### config.mk
export PLATFORM = sky130hd
export DESIGN_NAME = niosqs_nios2_qsys_0_oci_dct_packer
export DESIGN_NICKNAME = d
export VERILOG_FILES = /design/src/rtl/niosqs_nios2_qsys_0_oci_dct_packer.sv
export SDC_FILE = /design/constraint.sdc
export NUM_CORES = 1
export LEC_CHECK = 0
export CELL_PAD_IN_SITES_DETAIL_PLACEMENT = 1
export CELL_PAD_IN_SITES_GLOBAL_PLACEMENT = 2
export CORE_MARGIN = 2
export CORE_UTILIZATION = 35
export DETAILED_ROUTE_END_ITERATION = 7
export GPL_TIMING_DRIVEN = 0
export PLACE_DENSITY_LB_ADDON = 0.1
export SYNTH_ARGS = -nofsm -noshare
export SYNTH_HDL_FRONTEND = slang
export SYNTH_SLANG_ARGS = --single-unit
### constraint.sdc
create_clock -name clk -period 4.1 [get_ports clk]
set_input_delay 0.82 -clock clk [delete_from_list [all_inputs] [get_ports clk]]
set_output_delay 0.82 -clock clk [all_outputs]
set_load 0.005 [all_outputs]
### src/rtl/niosqs_nios2_qsys_0_oci_dct_packer.sv
// rtl/niosqs_nios2_qsys_0_oci_dct_packer.sv - packs 2-bit DCT trace codes into 30-bit buffers and 34-bit frames
module niosqs_nios2_qsys_0_oci_dct_packer #(
    parameter int IDLE_FLUSH = 16
) (
    input  logic        clk,
    input  logic        reset_n,
    input  logic        trc_on,
    input  logic        code_valid,
    input  logic [1:0]  code,
    input  logic        flush,
    output logic [29:0] dct_buffer,
    output logic [3:0]  dct_count,
    output logic        frm_valid,
    output logic [33:0] frm_data,
    input  logic        frm_ready,
    output logic        overflow,
    input  logic        ovf_clr
);

    localparam logic [7:0] IDLE_LIMIT = 8'(IDLE_FLUSH);

    logic [7:0]  idle_cnt;
    logic        flush_pend;
    logic        trc_on_q;

    logic        frm_free;
    logic        full;
    logic        code_in;
    logic        fill_nf;
    logic        trc_fall;
    logic        idle_hit;
    logic        trigger;
    logic        has_data;
    logic        xfer;
    logic        accept;
    logic        drop;
    logic [29:0] shifted;
    logic [3:0]  count_inc;

    assign frm_free  = !frm_valid || frm_ready;
    assign full      = (dct_count == 4'd15);
    assign code_in   = trc_on && code_valid;
    assign fill_nf   = code_in && !full;
    assign trc_fall  = trc_on_q && !trc_on;
    assign idle_hit  = (idle_cnt >= IDLE_LIMIT);
    assign shifted   = {dct_buffer[27:0], code};
    assign count_inc = dct_count + 4'd1;

    // Count reaching 15 includes the cycle where the 15th code is accepted.
    assign trigger  = full || (fill_nf && (dct_count == 4'd14)) || flush || flush_pend
                      || idle_hit || trc_fall;
    assign has_data = (dct_count != 4'd0) || fill_nf;
    assign xfer     = frm_free && trigger && has_data;
    // A full buffer only takes a new code when it is being emptied this cycle.
    assign accept   = code_in && (!full || xfer);
    assign drop     = code_in && !accept;

    always_ff @(posedge clk or negedge reset_n) begin
        if (!reset_n) begin
            dct_buffer <= '0;
            dct_count  <= '0;
            frm_valid  <= 1'b0;
            frm_data   <= '0;
            overflow   <= 1'b0;
            idle_cnt   <= '0;
            flush_pend <= 1'b0;
            trc_on_q   <= 1'b0;
        end else begin
            trc_on_q <= trc_on;

            if (xfer) begin
                frm_valid <= 1'b1;
                if (full)
                    frm_data <= {dct_count, dct_buffer};
                else if (fill_nf)
                    frm_data <= {count_inc, shifted};
                else
                    frm_data <= {dct_count, dct_buffer};

                if (accept && full) begin
                    dct_buffer <= {28'b0, code};
                    dct_count  <= 4'd1;
                end else begin
                    dct_buffer <= '0;
                    dct_count  <= '0;
                end
            end else begin
                if (frm_ready)
                    frm_valid <= 1'b0;
                if (accept) begin
                    dct_buffer <= shifted;
                    dct_count  <= count_inc;
                end
            end

            // Triggers that find nothing to send are discarded rather than held.
            if (xfer || (trigger && !has_data))
                flush_pend <= 1'b0;
            else if (trigger)
                flush_pend <= 1'b1;

            if (accept || xfer)
                idle_cnt <= '0;
            else if ((dct_count != 4'd0) && (idle_cnt != 8'hFF))
                idle_cnt <= idle_cnt + 8'd1;

            if (drop)
                overflow <= 1'b1;
            else if (ovf_clr)
                overflow <= 1'b0;
        end
    end

endmodule

==> results by stage, run 1 <==
Status:
- The flow ran to the end, and the final reports show no timing, DRC or antenna violations.

STA:
- Clock skew on the completed layout was measured at 0.01653 ns.
- For the final routed database, the setup TNS stands at 0 ns.
- Headroom to the max-slew limit came out at 56.86%.
- The worst path needs 2.543 ns of the cycle, external delays included.
- The total of endpoints with negative setup slack in the final report is 0.
- The highest clock rate is 393.2 MHz.
- The transition time at the pin with the least slew margin is 0.6428 ns.
- The share of the clock period used by the worst path after layout is 62.02%.
- Once routing completed, OpenROAD measured the worst setup slack at 1.557 ns.
- The count of endpoints failing hold in the final timing report came to 0.
- The number of max-slew violations in the final report was 0.
- Setup repair after global routing left no endpoint under its margin.

Global route:
- The number of global-route vias before repair is 2858.
- For this run the aggregate overflow at the end of global routing stands at 0.
- The overall routing resource usage is 16.96%.
- Entering global routing, the biggest net connects 66 pins.
- The number of antenna violations at the first check in global routing is 0.
- The first global-routing pass estimated 14800 um of wire.

Logic synthesis:
- The sequential share of the synthesized area is 57.18%.
- Averaged over all synthesized cells, the footprint is 11.52 sq um.
- The multiplexer share of the synthesized area is 12.08%.
- Synthesis handed over a netlist of 304 instances.
- The compound-cell area share of the yosys netlist is 12.65%.
- Sorting the synthesized cells by how often they occur yields sky130_fd_sc_hd__dfrtp_1, sky130_fd_sc_hd__o21ai_0, sky130_fd_sc_hd__nor2_1, sky130_fd_sc_hd__mux2i_1, sky130_fd_sc_hd__nand2_1.
- The synthesized cell area is 0.003501 sq mm.
- Counting flops with an async set or reset pin after synthesis yields a share of 100.0%.
- The synthesis warning total is 0.
- The cell type with the largest total area after synthesis is sky130_fd_sc_hd__dfrtp_1.
- The leading cell type by number of instances after synthesis is sky130_fd_sc_hd__dfrtp_1.
- Of the total synthesized cell area, the portion taken by full adders, half adders and majority gates is 1.787%.
- The total nets after synthesis is 318.
- By area, the combinational part of the netlist is dominated by compound AO/OA/AOI/OAI gates.
- In this run, distinct cell masters in the synthesized netlist total 43.
- After synthesis, the cell types taking the most area are sky130_fd_sc_hd__dfrtp_1, sky130_fd_sc_hd__mux2i_1, sky130_fd_sc_hd__o21ai_0.
- Among all flip-flop cells after synthesis, the most frequent one is sky130_fd_sc_hd__dfrtp_1.
- The top cell type by area accounts for 57.18% of the synthesized area.
- In this run, synthesis produced a sequential element count of 80.
- Yosys mapped a number of flops with a built-in enable equal to 0.
- The synthesized netlist devotes 1.001% of its cell area to XOR and XNOR gates.
- After Yosys synthesis, and, or, nand and nor cells account for 11.15% of the synthesized area.

Clock tree:
- The CTS tree is yes.
- After clock tree synthesis, the clock-pin slew on the worst setup and hold paths is 0.10 ns.
- The maximum number of buffers from clock root to sink is 2.
- The cell chosen for the clock root is sky130_fd_sc_hd__clkbuf_8.
- After clock tree synthesis, the repair step resized 0 gates.
- Clock latency on the worst-skew pair, taken at its later pin, is 0.35 ns.
- Buffers inserted to repair hold after CTS numbered 0.
- The number of H-tree levels is 3.
- Counting the buffers created by CTS gives 9.
- The clock sink count is 80.
- The number of buffers inserted by post-CTS setup repair is 0.

Min path:
- The path class of the tightest hold or removal check is input pin to async pin.

Critical path:
- Counting both buffers and inverters, the worst setup path holds a total of 3.
- The critical path depth in cells is 7.
- The cell with the biggest individual delay on the critical path is sky130_fd_sc_hd__clkdlybuf4s50_1.
- The largest fanout on the critical path is 10.
- The signal on the critical path passes through clkdlybuf4s50_1 -> nand2_1 -> nor2_4 -> buf_6 -> buf_8 -> mux2i_1 -> o21ai_0.
- The count of cells along the worst register-to-register path is 7.
- The worst setup path is of the input pin to register kind.
- In this design, the largest share of critical-path delay is due to buffers and inverters.
- At the worst endpoint, the arrival time is 2.76 ns.
- STA classifies the critical path endpoint as a register.
- STA puts the critical path data required time at 4.32 ns.
- The longest individual stage delay on the worst path is 0.57 ns.
- The type of element launching the critical path is an input pin.

Power and ir drop:
- The combinational group share of total power is 30.1%.
- The analysis attributes to net switching a power of 768.2 uW.
- The overall power of the completed layout is 2312 uW.
- Net switching is 33.23% of the power.
- The part of the power in registers is 40.2%.
- The cell leakage power is 0.002073 uW.
- The worst voltage drop across the vdd grid is 0.2571 mV.
- The internal power is 1544 uW.
- In this run the power density over the cells is 490.6 mW/mm^2.
- The share of total power dissipated in the clock network is 29.6%.

Die:
- 79 I/O pins were placed.
- The placement row count is 36.
- The region available for standard cell placement spans 0.009729 sq mm.
- The horizontal die dimension is 104.0 um.
- The initial core utilization is 35.98%.
- The die area is 0.01082 sq mm.
- The die is 104.0 um tall.

Drt:
- The number of nets with antenna violations after detailed routing is 0.
- Summed over all layers, the routed wires come to 8916 um.
- The number of DRC markers after the initial detailed-route iteration is 45.
- After detailed routing, the number of remaining DRC violations is 0.
- Dividing the detail-routed wire length by the instance count gives 16.76 um.
- For this run, the detailed router's first-pass iteration total came to 4.
- The routed layout has 2662 vias.
- Dividing the detail-routed via count by the number of cells gives 5.004.

Placed design:
- Port buffering added 78 buffers.
- The wire-length estimate of the detail-placed layout is 6268 um.
- At the placement stage, the worst setup path has a slack of 1.182 ns.
- After detailed placement, the design holds a cell count of 516.
- The global placement routability congestion is 0.8137.

Cells and area:
- After the last flow step, the layout net total stands at 408.
- The utilization after layout is 48.43%.
- The growth of design area from synthesis to finish is 34.60%.
- The repair_antennas step left the layout with diodes totalling 0.
- The count of cells in the finished layout, fillers not included, comes to 532.
- The fraction of final layout cells with drive strength greater than 1 is 12.78%.

Run:
- Across the run, the number of max-cap violations was 0.
-- stage by stage --
step	area [sq um]	hold slack (ns)
6_report	4712	0.3179
5_1_grt	4712	0.3148
4_1_cts	4712	0.3110
3_5_place_dp	4473	0.4882
3_3_place_gp	4448	0.4837
2_1_floorplan	3501	0.4824
-- metal layers --
layer	routed length, um	up-vias	track usage (%)
met2	4304	51	28.10
met3	307	13	3.195
met1	4164	1345	22.43
met5	0	-	0
li1	-	1253	-
met4	140	0	5.598
-- area by class of cell --
cell class | instances | area [sq um]
Tap cell | 133 | 166.4
Multi-Input combinational cell | 203 | 1354
Buffer | 15 | 122.6
Timing Repair Buffer | 79 | 805.8
Clock inverter | 5 | 87.58
Inverter | 6 | 22.52
Sequential cell | 80 | 2002
Clock buffer | 11 | 151.4
Fill cell | 1093 | 5017
-- flip-flops by register name (all words and copies together) (netlist names) --
name,cells
dct_buffer,30
dct_count,4
flush_pend,1
frm_data,34
frm_valid,1
idle_cnt,8
overflow,1
trc_on_q,1
-- kinds of logic after synthesis --
| kind of cell | count (synthesis) |
|---|---|
| DFF | 80 |
| and+or+nand+nor | 77 |
| AOI/OAI and AO/OA | 78 |
| xor gates and xnor gates | 4 |
| muxes | 39 |
| adders and majority gates | 5 |
| buffers and inverters | 21 |
-- worst reg2reg max path: cells and delay by family (launching register included) --
family	cells	cell delay, ns
and+or+nand+nor	3	0.77
buffers and inverters	2	0.51
DFF	1	0.46
adders and majority gates	1	0.17
AOI/OAI and AO/OA	1	0.16
-- worst paths after layout --
path / start / endpoint / slack, ns
max in group asynchronous: reset_n / dct_buffer[29] / 3.19
min in group clk: frm_data[8] / frm_data[8] / 0.50
min reg2reg: frm_data[8] / frm_data[8] / 0.50
min: reset_n / frm_data[7] / 0.32
max reg2reg: dct_count[0] / frm_data[31] / 1.90
max: trc_on / frm_data[12] / 1.56
-- power groups by stage --
| stage | sequential [uW] | clock [uW] | combinational [uW] |
|---|---|---|---|
| global route | 942 | 735 | 778 |
| finish | 930 | 685 | 697 |
| detailed placement | 947 | 0 | 709 |
| global placement | 946 | 0 | 698 |
| CTS | 931 | 706 | 716 |
| floorplan | 936 | 0 | 392 |
-- cell usage in the layout (no fill, tap or decap), drive strengths merged, types with 2 or more instances in the layout --
| cell | instances |
|---|---|
| dfrtp | 80 |
| clkdlybuf4s50 | 77 |
| o21ai | 58 |
| nor2 | 32 |
| mux2i | 25 |
| clkbuf | 15 |
| mux2 | 14 |
| nand2 | 13 |
| buf | 13 |
| and2 | 8 |
| a21oi | 7 |
| inv | 7 |
| nand3 | 5 |
| ha | 5 |
| and3 | 3 |
| nor3 | 3 |
| o31ai | 3 |
| xnor2 | 3 |
| a31oi | 2 |
| nand2b | 2 |
| a32o | 2 |
| nand4 | 2 |
| or4 | 2 |
| or3 | 2 |
| bufinv | 2 |
(Power assumes the default switching activity.)
==> inputs of run 2 (changes only) <==
--- a/config.mk
+++ b/config.mk
@@ -8,7 +8,7 @@
 export CELL_PAD_IN_SITES_DETAIL_PLACEMENT = 1
 export CELL_PAD_IN_SITES_GLOBAL_PLACEMENT = 2
 export CORE_MARGIN = 2
-export CORE_UTILIZATION = 35
+export CORE_UTILIZATION = 32
 export DETAILED_ROUTE_END_ITERATION = 7
 export GPL_TIMING_DRIVEN = 0
 export PLACE_DENSITY_LB_ADDON = 0.1
==> constraint.sdc (replaced) <==
create_clock -name clk -period 2.4 [get_ports clk]
set_input_delay 0.48 -clock clk [delete_from_list [all_inputs] [get_ports clk]]
set_output_delay 0.48 -clock clk [all_outputs]
set_load 0.005 [all_outputs]
==> results by stage, run 2 (synthesis gave the netlist of run 1 again) <==
Drt:
- The DRC violations left is 0 (unchanged).
- The number of nets with antenna violations after detailed routing came to 0 (unchanged).
- The number of DRC markers after the initial detailed-route iteration came to 87 (+93%).
- The overall via count from detail_route was 2684 (+0.83%).
- The number of search-and-repair iterations in the first detailed-routing pass is 4 (unchanged).
- The average via count per standard cell is 4.970 (-0.67%).
- The routed wirelength normalized by instance count is 16.52 um (-1.4%).
- The post-detailed-routing wire length is 8920 um (about the same).

Min path:
- The class of the tightest hold or removal check is register to register.
- Counting instances, the worst hold path has a depth of 2.
- The sink of the worst hold path is frm_data[15].
- The start point of the worst min-delay path is frm_data[15].

Power and ir drop:
- The net load switching power is 1330 uW (+73%).
- The cell leakage power was 0.002068 uW (-0.25%).
- The clock network fraction of total power was 28.6% (-1.0 points).
- The total power divided by cell area is 828.7 mW/mm^2 (+69%).
- The internal power was 2580 uW (+67%).
- The combinational group share of total power is 30.8% (+0.7 points).
- The switching portion of total power is 34.01% (+0.78 points).
- The part of the power in registers is 40.6% (+0.4 points).
- The worst voltage drop across the vdd grid was 0.3054 mV (+19%).

Cells and area:
- The utilization after layout is 43.91% (-4.5 points).
- The total number of nets in the final design is 409 (+0.25%).
- The largest registers in the layout are frm_data x34, dct_buffer x30, idle_cnt x8.
- The growth of design area from synthesis to finish is 34.77%.
- The antenna diode count came to 0 (unchanged).
- The fraction of final layout cells with drive strength greater than 1 is 13.00% (+0.22 points).
- The library cell used most frequently in the layout, excluding fill and tap cells, is sky130_fd_sc_hd__dfrtp_1.
- Counting flops per register, the top entry is frm_data.
- The number of flip-flops under the largest register name is 34 (unchanged).
- In the layout the commonest cells are sky130_fd_sc_hd__dfrtp_1, sky130_fd_sc_hd__clkdlybuf4s50_1, sky130_fd_sc_hd__o21ai_0.
- The final instance area was 0.004718 sq mm (+0.13%).

Global route:
- The wire length of the first global-routing pass is 14930 um (+0.89%).
- The largest net degree at the start of global routing is 62 (-6.1%).
- The overall routing resource usage is 16.46% (-0.50 points).
- The number of antenna violations at the first check in global routing came to 0 (unchanged).
- The aggregate global routing overflow came to 0 (unchanged).
- The number of global-route vias before repair is 2798 (-2.1%).

Placed design:
- The placed cell area is 0.004482 sq mm (+0.20%).
- The total half-perimeter wirelength after legalization and detailed placement is 6257 um (-0.18%).
- The global placement routability congestion came to 0.8046 (-1.1%).
- The number of buffers added on ports is 78 (unchanged).

STA:
- The normalized max-slew margin is 53.34% (-3.5 points).
- The count of endpoints failing hold in the final timing report is 0 (unchanged).
- Setup repair after global routing left no endpoint under its margin.
- The shortest period the worst path allows is 2.159 ns.
- The worst path uses 89.98% of the clock period.
- The transition time at the pin with the least slew margin is 0.6952 ns (+0.05241 ns).
- The number of max-slew violations in the final report is 0 (unchanged).
- The maximum clock skew at final layout is 0.01274 ns (-0.003796 ns).
- The total of endpoints with negative setup slack in the final report is 0 (unchanged).
- Static timing analysis puts the maximum clock frequency at 463.1 MHz.

Critical path:
- The cell with the biggest individual delay on the critical path is sky130_fd_sc_hd__dfrtp_1.
- The worst setup path is captured at a register.
- The largest fanout on the critical path is 10 (unchanged).
- The kind of cell adding the most delay to the critical path is buffers and inverters.
- Traced cell by cell, the critical path runs through inv_1 -> ha_1 -> a31oi_1 -> o2111a_1 -> buf_4 -> nor2_4 -> buf_6 -> mux2_4.
- The combined buffer and inverter count along the critical path is 3 (unchanged).
- The arrival time at the worst endpoint is 2.41 ns (-0.35 ns).
- The required time of the worst setup path came to 2.65 ns (-1.67 ns).
- The worst setup path is of the register to register kind.
- The count of cells along the worst register-to-register path is 8 (+1).
- The flop-to-flop setup slack is 0.24 ns (-1.66 ns).
- The startpoint identified for the worst register-to-register timing path is dct_count[0].
- The endpoint of the worst-slack reg-to-reg timing path is frm_data[29].
- STA classifies the critical path startpoint as a register.
- The longest individual stage delay on the worst path came to 0.46 ns (-0.11 ns).

Clock tree:
- The post-CTS clock slew at the launch and capture registers of the worst setup and hold paths is 0.08 ns (-0.02 ns).
- The number of H-tree levels is 3 (unchanged).
- The maximum number of buffers from clock root to sink is 2 (unchanged).
- The number of buffers inserted by post-CTS setup repair is 0 (unchanged).
- The clock insertion delay at the later pin of the skew report was 0.36 ns (about the same).
- The total clock buffers created by CTS is 9 (unchanged).
- The CTS tree is yes.
- The clock sink count is 80 (unchanged).
- The cell chosen for the clock root is sky130_fd_sc_hd__clkbuf_8.

Die:
- The initial core utilization came to 32.58% (-3.4 points).
- The y dimension of the die is 108.6 um (+4.4%).
- The die area is 0.01179 sq mm (+9.0%).
- The number of top-level pins is 79 (unchanged).
- The placement row count was 38 (+5.6%).
- The horizontal die dimension came to 108.6 um (+4.4%).
- The core region area is 0.01075 sq mm (+10%).

Status:
- The flow ran to the end, and the final reports show no timing, DRC or antenna violations.

Run:
- The number of max-cap violations was 0 (unchanged).
==> run 2: changes by cell type in the layout (fill, tap and decap cells not counted) <==
cell	delta
sky130_fd_sc_hd__clkbuf_2	+1
sky130_fd_sc_hd__clkbuf_8	-2
sky130_fd_sc_hd__clkinvlp_4	+1
sky130_fd_sc_hd__dlygate4sd3_1	+1
sky130_fd_sc_hd__inv_6	+1
sky130_fd_sc_hd__inv_8	-1
sky130_fd_sc_hd__nand3_1	-1
sky130_fd_sc_hd__nand3_2	+1
==> run 2: layer usage <==
layer | wire length (um) | track usage, % | vias up
met5 | 0 | 0 | -
met4 | 114 | 5.220 | 0
met3 | 346 | 3.556 | 9
met2 | 4209 | 26.03 | 53
met1 | 4250 | 22.57 | 1360
li1 | - | - | 1262
==> run 2: layout make-up <==
class	instances	area (sq um)
Inverter	6	22.52
Clock inverter	6	92.59
Buffer	15	123.9
Sequential cell	80	2002
Timing Repair Buffer	80	815.8
Multi-Input combinational cell	203	1359
Tap cell	140	175.2
Clock buffer	10	127.6
Fill cell	1195	6027
==> run 2: worst max path at each step <==
stage / from / to / slack (ns) / depth (start not counted)
finish: dct_count[0] / frm_data[29] / 0.24 / 8
global route: dct_count[0] / frm_data[31] / 0.04 / 7
CTS: dct_count[0] / frm_data[21] / 0.16 / 8
global placement: reset_n / frm_data[29] / -2.19 / 1
floorplan: dct_count[0] / frm_data[26] / 0.53 / 8
detailed placement: trc_on / frm_data[15] / -0.15 / 7
==> run 2: timing repair <==
| action | 4_1_cts | 5_1_grt |
|---|---|---|
| resized for setup | 0 | 3 |
| hold endpoints to repair | 5 | 0 |
| endpoints found under the setup margin | 0 | 20 |
| hold buffers | 1 | 0 |
==> run 2: stage by stage <==
step                      std cells  hold WS (ns)  total power [uW]  TNS (ns)  worst slack, ns
after detailed placement        523        0.3897              2839    -4.005          -0.1459
final                           540        0.5090              3910         0           0.2405
after floorplan                 304        0.1844              2268         0           0.5250
after global routing            540        0.5464              4182         0          0.03546
after global placement          522        0.4885              2829   -177.97           -2.188
after CTS                       540        0.5176              3987         0           0.1555
==> run 2: power by group through the flow <==
stage          clock network [uW]  registers, uW  logic, uW
6_report                     1120           1590       1200
3_5_place_dp                    0           1620       1220
2_1_floorplan                   0           1600        669
3_3_place_gp                    0           1620       1210
5_1_grt                      1230           1610       1350
4_1_cts                      1170           1590       1230
==> run 2: tightest hold or removal path, delay by kind of cell (launching register included) <==
kind | cells | cell delay [ns]
flops | 1 | 0.34
compound gates | 2 | 0.14
==> inputs of run 3 (changes only) <==
--- a/config.mk
+++ b/config.mk
@@ -11,7 +11,7 @@
 export CORE_UTILIZATION = 32
 export DETAILED_ROUTE_END_ITERATION = 7
 export GPL_TIMING_DRIVEN = 0
-export PLACE_DENSITY_LB_ADDON = 0.1
+export PLACE_DENSITY = 0.77
 export SYNTH_ARGS = -nofsm -noshare
 export SYNTH_HDL_FRONTEND = slang
 export SYNTH_SLANG_ARGS = --single-unit
==> results by stage, run 3 (synthesis gave the netlist of run 1 again) <==
STA:
- The transition time at the pin with the least slew margin is 0.6304 ns (-0.06484 ns).
- The post-route worst setup slack is 0.1977 ns (-0.04284 ns).
- The maximum clock skew at final layout is 0.01305 ns (+0.0003139 ns).
- The shortest period the worst path allows came to 2.202 ns (+0.04284 ns).
- Setup repair after global routing left no endpoint under its margin.
- The total of endpoints with negative setup slack in the final report is 0 (unchanged).
- The highest clock rate came to 454.1 MHz (-1.9%).
- The count of endpoints failing hold in the final timing report was 0 (unchanged).
- The normalized max-slew margin is 57.69% (+4.4 points).
- The number of max-slew violations in the final report was 0 (unchanged).
- The post-route worst hold slack is 0.5056 ns (-0.003417 ns).
- The share of the clock period used by the worst path after layout is 91.76% (+1.8 points).

Die:
- The core region area is 0.01075 sq mm (unchanged).
- The number of top-level pins is 79 (unchanged).
- The placement row count is 38 (unchanged).
- The horizontal die dimension was 108.6 um (unchanged).
- The die area is 0.01179 sq mm (unchanged).
- The y dimension of the die was 108.6 um (unchanged).
- The initial core utilization was 32.58% (unchanged).

Power and ir drop:
- The total power divided by cell area was 798.1 mW/mm^2 (-3.7%).
- The cell leakage power is 0.002061 uW (-0.35%).
- The worst voltage drop across the vdd grid is 0.3497 mV (+14%).

Drt:
- The overall via count from detail_route is 2708 (+0.89%).
- The number of DRC markers after the initial detailed-route iteration is 83 (-4.6%).
- The routed wirelength normalized by instance count came to 16.81 um (+1.8%).
- The number of search-and-repair iterations in the first detailed-routing pass came to 4 (unchanged).
- The number of nets with antenna violations after detailed routing is 0 (unchanged).
- The DRC violations left is 0 (unchanged).
- The post-detailed-routing wire length is 9080 um (+1.8%).
- The average via count per standard cell is 5.015 (+0.89%).

Critical path:
- The required time of the worst setup path is 2.65 ns (about the same).
- By startpoint and endpoint, the worst setup path is classified as register to register.
- The arrival time at the worst endpoint is 2.45 ns (+0.04 ns).
- The largest fanout on the critical path came to 10 (unchanged).
- The kind of end point of the critical path is a register.
- The type of element launching the critical path is a register.

Clock tree:
- The clock sink count is 80 (unchanged).
- The cell chosen for the clock root is sky130_fd_sc_hd__clkbuf_8.
- The number of H-tree levels is 3 (unchanged).
- The maximum number of buffers from clock root to sink is 2 (unchanged).
- The clock insertion delay at the later pin of the skew report came to 0.35 ns (about the same).
- The number of buffers inserted by post-CTS setup repair came to 0 (unchanged).
- The post-CTS clock slew at the launch and capture registers of the worst setup and hold paths came to 0.09 ns (about the same).
- The total clock buffers created by CTS was 9 (unchanged).
- TritonCTS built the clock tree.

Cells and area:
- The fraction of final layout cells with drive strength greater than 1 is 13.25% (+0.25 points).
- The total number of nets in the final design is 409 (unchanged).
- The number of flip-flops under the largest register name came to 34 (unchanged).
- The register with the most flip-flops is frm_data.
- The utilization after layout is 43.57% (-0.34 points).
- The library cell used most frequently in the layout, excluding fill and tap cells, is sky130_fd_sc_hd__dfrtp_1.
- The antenna diode count came to 0 (unchanged).
- The growth of design area from synthesis to finish is 33.74%.
- In the final layout, the registers with the most flip-flops are frm_data x34, dct_buffer x30, idle_cnt x8.
- The library cells used most frequently in the layout, excluding fill and tap cells, are sky130_fd_sc_hd__dfrtp_1, sky130_fd_sc_hd__clkdlybuf4s50_1, sky130_fd_sc_hd__o21ai_0.

Min path:
- In this run the worst hold path is classified as register to register.

Global route:
- The aggregate global routing overflow came to 0 (unchanged).
- The wire length of the first global-routing pass is 14940 um (about the same).
- The number of global-route vias before repair is 2869 (+2.5%).
- The largest net degree at the start of global routing is 70 (+13%).
- The number of antenna violations at the first check in global routing came to 0 (unchanged).
- The overall routing resource usage is 16.50% (+0.038 points).

Status:
- The run finished with clean final reports.

Placed design:
- The number of buffers added on ports is 78 (unchanged).
- The worst slack after detailed placement is -0.1537 ns (-0.007835 ns).
- The total half-perimeter wirelength after legalization and detailed placement was 6520 um (+4.2%).
- The global placement routability congestion is 0.7674 (-4.6%).

Run:
- The number of max-cap violations was 0 (unchanged).
run 3: cell types whose count changed in the layout (fill, tap and decap cells not counted), sizes merged:
cell      change
bufinv        -2
inv           +2
clkinv        +1
clkinvlp      -1
run 3: through the flow:
step	setup TNS (ns)	power (uW)	area, sq um	std cells
2_1_floorplan	0	2268	3501	304
3_5_place_dp	-4.724	2841	4482	523
3_3_place_gp	-167.41	2809	4457	522
4_1_cts	0	3808	4679	540
6_report	0	3737	4682	540
5_1_grt	0	3987	4682	540
run 3: routing by layer:
metal	global-route usage (%)	vias to the layer above	routed length, um
li1	-	1258	-
met1	21.78	1378	4108
met2	26.88	64	4346
met3	4.943	8	554
met4	3.571	0	70
met5	0	-	0
run 3: critical path, cell delays in order, from the launching register on:
cell	delay, ns
sky130_fd_sc_hd__dfrtp_1	0.50
sky130_fd_sc_hd__inv_1	0.12
sky130_fd_sc_hd__ha_1	0.22
sky130_fd_sc_hd__a31oi_1	0.23
sky130_fd_sc_hd__o2111a_1	0.26
sky130_fd_sc_hd__buf_4	0.21
sky130_fd_sc_hd__nor2_4	0.08
sky130_fd_sc_hd__buf_6	0.17
sky130_fd_sc_hd__mux2_4	0.30
run 3: cell type report:
| class | instances | area (sq um) |
|---|---|---|
| Buffer | 15 | 125.1 |
| Clock buffer | 10 | 137.6 |
| Clock inverter | 6 | 50.05 |
| Fill cell | 1208 | 6063 |
| Inverter | 6 | 22.52 |
| Multi-Input combinational cell | 203 | 1354 |
| Sequential cell | 80 | 2002 |
| Tap cell | 140 | 175.2 |
| Timing Repair Buffer | 80 | 815.8 |
run 3: worst paths after layout:
path,startpoint,endpoint,slack [ns],cells past startpoint
max,dct_count[0],frm_data[27],0.20,8
min,frm_data[8],frm_data[8],0.51,2
max reg2reg,dct_count[0],frm_data[27],0.20,8
min reg2reg,frm_data[8],frm_data[8],0.51,2
max in group asynchronous,reset_n,idle_cnt[3],1.28,3
min in group asynchronous,reset_n,dct_buffer[7],0.52,2
run 3: power breakdown:
group          total [uW]  leakage, uW  switching (uW)  internal (uW)
registers            1590      0.00110             115           1480
logic                1200     0.000863             682            513
clock network         951    0.0000952             532            419
run 3: what timing repair did:
item / 4_1_cts / 5_1_grt
hold endpoints to repair: 11 / 0
endpoints found under the setup margin: 0 / 17
hold buffers: 1 / 0
gates resized for setup: 0 / 4
